<file path="src/rtl/hdmi_out_fifo_reader.sv">
// hdmi_out_fifo_reader: video timing generator that streams pixels from a FIFO and recovers from underflow at frame boundaries
module hdmi_out_fifo_reader #(
    parameter int DATA_WIDTH = 24,
    parameter int ADDR_WIDTH = 10,
    parameter int H_ACTIVE = 1280,
    parameter int H_FP = 110,
    parameter int H_SYNC = 40,
    parameter int H_BP = 220,
    parameter int V_ACTIVE = 720,
    parameter int V_FP = 5,
    parameter int V_SYNC = 5,
    parameter int V_BP = 20,
    parameter bit HS_POL = 1'b1,
    parameter bit VS_POL = 1'b1,
    parameter int START_LEVEL = 16,
    parameter logic [DATA_WIDTH-1:0] FILL_COLOR = '0
) (
    input  logic                  rd_clk,
    input  logic                  rd_rst,
    input  logic [DATA_WIDTH-1:0] fifo_rd_data,
    input  logic                  fifo_empty,
    input  logic [ADDR_WIDTH:0]   fifo_rd_level,
    output logic                  fifo_rd_en,
    output logic                  vid_hs,
    output logic                  vid_vs,
    output logic                  vid_de,
    output logic [DATA_WIDTH-1:0] vid_data,
    output logic                  frame_start,
    output logic                  underflow,
    output logic [15:0]           underflow_cnt
);
    localparam int H_TOTAL = H_ACTIVE + H_FP + H_SYNC + H_BP;
    localparam int V_TOTAL = V_ACTIVE + V_FP + V_SYNC + V_BP;
    localparam int HW = $clog2(H_TOTAL);
    localparam int VW = $clog2(V_TOTAL);
    typedef enum logic [1:0] {WAIT_FILL, RUN, RESYNC} state_t;
    state_t state_q, state_d;
    logic [HW-1:0] h_cnt_q, h_cnt_d;
    logic [VW-1:0] v_cnt_q, v_cnt_d;
    logic vid_hs_q, vid_hs_d, vid_vs_q, vid_vs_d, vid_de_q, vid_de_d;
    logic frame_start_q, frame_start_d, underflow_q, underflow_d;
    logic [DATA_WIDTH-1:0] vid_data_q, vid_data_d;
    logic [15:0] underflow_cnt_q, underflow_cnt_d;
    logic h_last, v_last, origin, active, hs_act, vs_act, running, uf_event;
    always_comb begin
        h_last = h_cnt_q == HW'(H_TOTAL - 1);
        v_last = v_cnt_q == VW'(V_TOTAL - 1);
        origin = h_cnt_q == '0 && v_cnt_q == '0;
        h_cnt_d = h_last ? '0 : h_cnt_q + 1'b1;
        v_cnt_d = h_last ? (v_last ? '0 : v_cnt_q + 1'b1) : v_cnt_q;
        active = h_cnt_q < HW'(H_ACTIVE) && v_cnt_q < VW'(V_ACTIVE);
        hs_act = h_cnt_q >= HW'(H_ACTIVE + H_FP) && h_cnt_q < HW'(H_ACTIVE + H_FP + H_SYNC);
        vs_act = v_cnt_q >= VW'(V_ACTIVE + V_FP) && v_cnt_q < VW'(V_ACTIVE + V_FP + V_SYNC);
        running = state_q == RUN;
        fifo_rd_en = running && active && !fifo_empty;
        uf_event = running && active && fifo_empty;
        state_d = state_q;
        case (state_q)
            WAIT_FILL: state_d = (origin && fifo_rd_level >= (ADDR_WIDTH + 1)'(START_LEVEL)) ? RUN : WAIT_FILL;
            RUN:       state_d = uf_event ? RESYNC : RUN;
            RESYNC:    state_d = (h_last && v_last) ? WAIT_FILL : RESYNC;
            default:   state_d = WAIT_FILL;
        endcase
        vid_de_d = active;
        vid_hs_d = hs_act ~^ HS_POL;
        vid_vs_d = vs_act ~^ VS_POL;
        vid_data_d = fifo_rd_en ? fifo_rd_data : FILL_COLOR;
        frame_start_d = running && origin;
        underflow_d = uf_event;
        underflow_cnt_d = (uf_event && underflow_cnt_q != 16'hFFFF) ? underflow_cnt_q + 16'd1 : underflow_cnt_q;
    end
    always_ff @(posedge rd_clk or posedge rd_rst) begin
        if (rd_rst) begin
            state_q <= WAIT_FILL;
            h_cnt_q <= '0;
            v_cnt_q <= '0;
            vid_de_q <= 1'b0;
            vid_hs_q <= ~HS_POL;
            vid_vs_q <= ~VS_POL;
            vid_data_q <= FILL_COLOR;
            frame_start_q <= 1'b0;
            underflow_q <= 1'b0;
            underflow_cnt_q <= '0;
        end else begin
            state_q <= state_d;
            h_cnt_q <= h_cnt_d;
            v_cnt_q <= v_cnt_d;
            vid_de_q <= vid_de_d;
            vid_hs_q <= vid_hs_d;
            vid_vs_q <= vid_vs_d;
            vid_data_q <= vid_data_d;
            frame_start_q <= frame_start_d;
            underflow_q <= underflow_d;
            underflow_cnt_q <= underflow_cnt_d;
        end
    end
    assign vid_de = vid_de_q;
    assign vid_hs = vid_hs_q;
    assign vid_vs = vid_vs_q;
    assign vid_data = vid_data_q;
    assign frame_start = frame_start_q;
    assign underflow = underflow_q;
    assign underflow_cnt = underflow_cnt_q;
endmodule

</file>
<file path="config.mk">
export PLATFORM = sky130hd
export DESIGN_NAME = hdmi_out_fifo_reader
export DESIGN_NICKNAME = d
export VERILOG_FILES = /design/src/rtl/hdmi_out_fifo_reader.sv
export SDC_FILE = /design/constraint.sdc
export NUM_CORES = 1
export LEC_CHECK = 0
export ABC_AREA = 1
export ABC_CLOCK_PERIOD_IN_PS = 2080
export BUFFER_PORTS_ARGS = -buffer_cell sky130_fd_sc_hd__buf_2
export CAP_MARGIN = 20
export CELL_PAD_IN_SITES_DETAIL_PLACEMENT = 1
export CELL_PAD_IN_SITES_GLOBAL_PLACEMENT = 2
export CORE_MARGIN = 1.5
export CORE_UTILIZATION = 27
export CTS_CLUSTER_SIZE = 28
export DETAILED_ROUTE_END_ITERATION = 6
export PLACE_DENSITY_LB_ADDON = 0.1
export SYNTH_ARGS = -nofsm -noshare
export SYNTH_HDL_FRONTEND = slang
export SYNTH_SLANG_ARGS = --single-unit
</file>
<file path="constraint.sdc">
create_clock -name rd_clk -period 2.08 [get_ports rd_clk]
set_input_delay 0.312 -clock rd_clk [delete_from_list [all_inputs] [get_ports rd_clk]]
set_output_delay 0.312 -clock rd_clk [all_outputs]
set_load 0.05 [all_outputs]
</file>
==> metrics.md <==
| Metric | Value |
|---|---|
| Status | finished clean |
| Yosys warnings | 0 |
| Setup Viol. Count Final | 0 |
| Fin nets | 571 |
| Clock latency on the worst-skew pair | between 300 and 400 ps |
| Biggest area consumer among synthesized cells | dfrtp_1 |
| Port Buffers | approximately 80 |
| CTS max path bufs | 2 |
| Distinct cells, synth | 31 |
| Core region area | about 13,000 sq um |
| Starting density of the core | 0.2749 |
| Crit-path cells | inv_1, nand2_1, nand3_1, nand3_2, nor2_2, buf_6 |
| Async SR Flop Fraction | 1.000 |
| Count leader, synth | nand2_1 |
| Max-slew headroom | 0.6217 |
| Die H | ~120 um |
| Htree depth | 3 |
| Via count | around 3,000 |
| Area growth syn-to-layout | 27.85% |
| Post-synth top area share | 0.4945 |
| Syn_area_per_cell | 7.874 sq um |
| Gr ovfl total | 0 |
| Site Rows | just over 40 |
| PD cells | 703.4 nW/um^2 |
| Root Driver | clkbuf_16 |
| Critical path class | reg2out |
| Uppermost layer routed | met4 |
| Cts hold-fix bufs | 0 |
| VDD IR-drop max | 309.6 uV |
| Drt initial violations | between 90 and 100 |
| Critical Path Fanout Max | 5 |
| Period utilisation layout | 0.9275 |
| Clock transition at the registers of the reported paths | 60 ps |
| Initial antenna violation count | 1 |
| Die Area | about 13,000 sq um |
| CTS tree | built |
| Post-synthesis cell area | 3441 sq um |
| Min-Delay Path Class | in2async |
| Gp weighted congestion | between 0.7 and 0.8 |
| Slew @ Worst Pin | approximately 570 ps |
| Met2 wire length | ~4000 um |
| DR WL/cell | between 10 and 15 um |
| Io pins | 84 |
| Unrepaired setup endpoints after global routing | no |
| First-pass GRT wire length | ~15,000 um |
| Setup TNS | 0 ps |
| Synth Net Count | between 400 and 500 |
| DP HPWL | 6679 um |
| Post-Syn Instances | between 400 and 500 |
| Synth cell count leaders | 112 x nand2_1, 71 x inv_1, 68 x dfrtp_1 |
| CP endpoint kind | output port |
| Total track usage | 0.1507 |
| Worst path arrival time | ~1600 ps |
| Vias per cell | ~4.3 |
| Max Transition Viols Final | 0 |
| CP Data Required Time | about 1800 ps |
| Die W | between 100 and 150 um |
| Share of cells above drive strength 1 | 0.2208 |
| Antenna-violating nets left | 0 |
| Clock Skew | between 5 and 6 ps |
| Ys flop type | dfrtp_1 |
| Max cap viols | 0 |
| Pleak | between 0.002 and 0.0025 uW |
| Top post-synthesis cells by area | dfrtp_1 49%, nand2_1 12%, inv_1 7.7%, nor2_1 7.0%, nand3_1 4.5% |
| DRC | 0 |
| Sequential share of the synthesized area | 0.4945 |
| Vias in the first global route | a little over 3,000 |
| Clock Sink Count | 68 |
| Pre-antenna DRT Iters | 6 |
| Largest net degree at the start of global routing | 35 |
| Total CTS buffers | 9 |
| Fmax | about 520 MHz |
| Clock period minus worst slack | about 1900 ps |
| Final WL | 9175 um |
| CP Launch Type | register |
| Buf/Inv on CP | 2 |
| CP max-delay cell | dfrtp_1 |
| WL met3 | 571 um |
| Synth Register Bits | 68 |
| Largest stage delay, worst path | between 400 and 500 ps |
| Final Hold Viols | 0 |
| Met1 wire length | about 4500 um |
| Worst hold slack | ~16 ps |
| CP delay by family, top | simple AND/OR/NAND/NOR gates |
| Number of synthesized flops with an enable pin | 0 |
[per-layer routing]
layer | GRT usage | up-vias
met2 | 0.2235 | 58
met5 | 0 | -
met4 | 0.05854 | 0
met1 | 0.2008 | 1407
li1 | - | 1523
met3 | 0.05439 | 11
[timing repair]
action,CTS,global route
setup endpoints to repair,1,9
pin swaps,0,1
gates resized for setup,1,5
endpoints found under the hold margin,0,0
setup buffers,0,1
[worst paths after layout]
| check | from | endpoint | slack, ps | cells past startpoint |
|---|---|---|---|---|
| min reg2reg | underflow_cnt[15] | underflow_cnt[15] | 530 | 2 |
| max | v_cnt_q[5] | fifo_rd_en | 150 | 6 |
| min in group rd_clk | fifo_rd_data[3] | vid_data[3] | 180 | 3 |
| max in group asynchronous | rd_rst | vid_data[0] | 1450 | 3 |
| max reg2reg | v_cnt_q[1] | state_q[1] | 250 | 7 |
| min | rd_rst | vid_data[20] | 20 | 2 |
[cell type report]
class	count	area [sq um]
Antenna cell	1	2.502
Clock buffer	11	242.7
Clock inverter	5	83.83
Fill cell	1552	8118
Inverter	73	274.0
Multi-Input combinational cell	287	1413
Sequential cell	68	1702
Tap cell	172	215.2
Timing Repair Buffer	86	466.7
[logic make-up (layout without fill, tap and decap cells)]
logic type,after synthesis,in the layout,share of synthesized area
xor gates and xnor gates,14,14,0.03564
other,0,1,0
and+or+nand+nor,242,242,0.3062
buffers and inverters,82,175,0.09927
DFF,68,68,0.4945
AOI/OAI and AO/OA,23,23,0.03527
adders and majority gates,8,8,0.02909
[sequential cells by signal (all words and copies together), names as in the netlist]
register       flops
frame_start        1
vid_vs             1
state_q            2
h_cnt_q           11
v_cnt_q           10
underflow          1
vid_hs             1
vid_data          24
underflow_cnt     16
vid_de             1
[metrics by stage]
step	setup WS [ps]	total power [uW]	cells	util	cell area, sq um
after global routing	12.49	3227	702	0.3513	4397
after global placement	197.5	1424	685	0.3229	4041
after CTS	27.59	3159	701	0.3492	4370
final	150.7	3094	703	0.3515	4399
after detailed placement	124.5	1426	685	0.3229	4041
after floorplan	56.49	1377	437	-	3441
[power by group]
group          total [uW]  internal, uW  switching (uW)
logic                74.1          30.8            43.3
registers            1320          1320               0
clock network        1700          1090             610
total                3090          2440             653
[worst register-to-register path: cells and delay by family, from the launching register on]
kind	cells	cell delay, ps
AND/OR/NAND/NOR	3	570
flip-flops	1	420
AO/OA/AOI/OAI	1	340
adder cells (fa/ha/maj)	1	160
buffers and inverters	2	200
[layout by cell type, fill, tap and decap left out]
master        n
nand2_1     112
buf_2        78
inv_1        70
dfrtp_1      68
nor2_1       62
nand3_1      30
nand4_1      15
o21ai_0      15
xor2_1        9
clkbuf_16     9
nor3_1        8
ha_1          8
buf_4         6
xnor2_1       5
a21oi_1       5
nor2_2        4
nor2_4        3
inv_2         3
nand3_2       2
bufinv_16     2
clkinvlp_4    2
diode_2       1
nand2_4       1
nand2_2       1
nor3_4        1
or2_2         1
a31oi_1       1
o211ai_1      1
and3_1        1
and2_1        1
o31ai_1       1
inv_6         1
clkbuf_1      1
clkbuf_8      1
buf_6         1
buf_12        1
(Power assumes the default switching activity.)
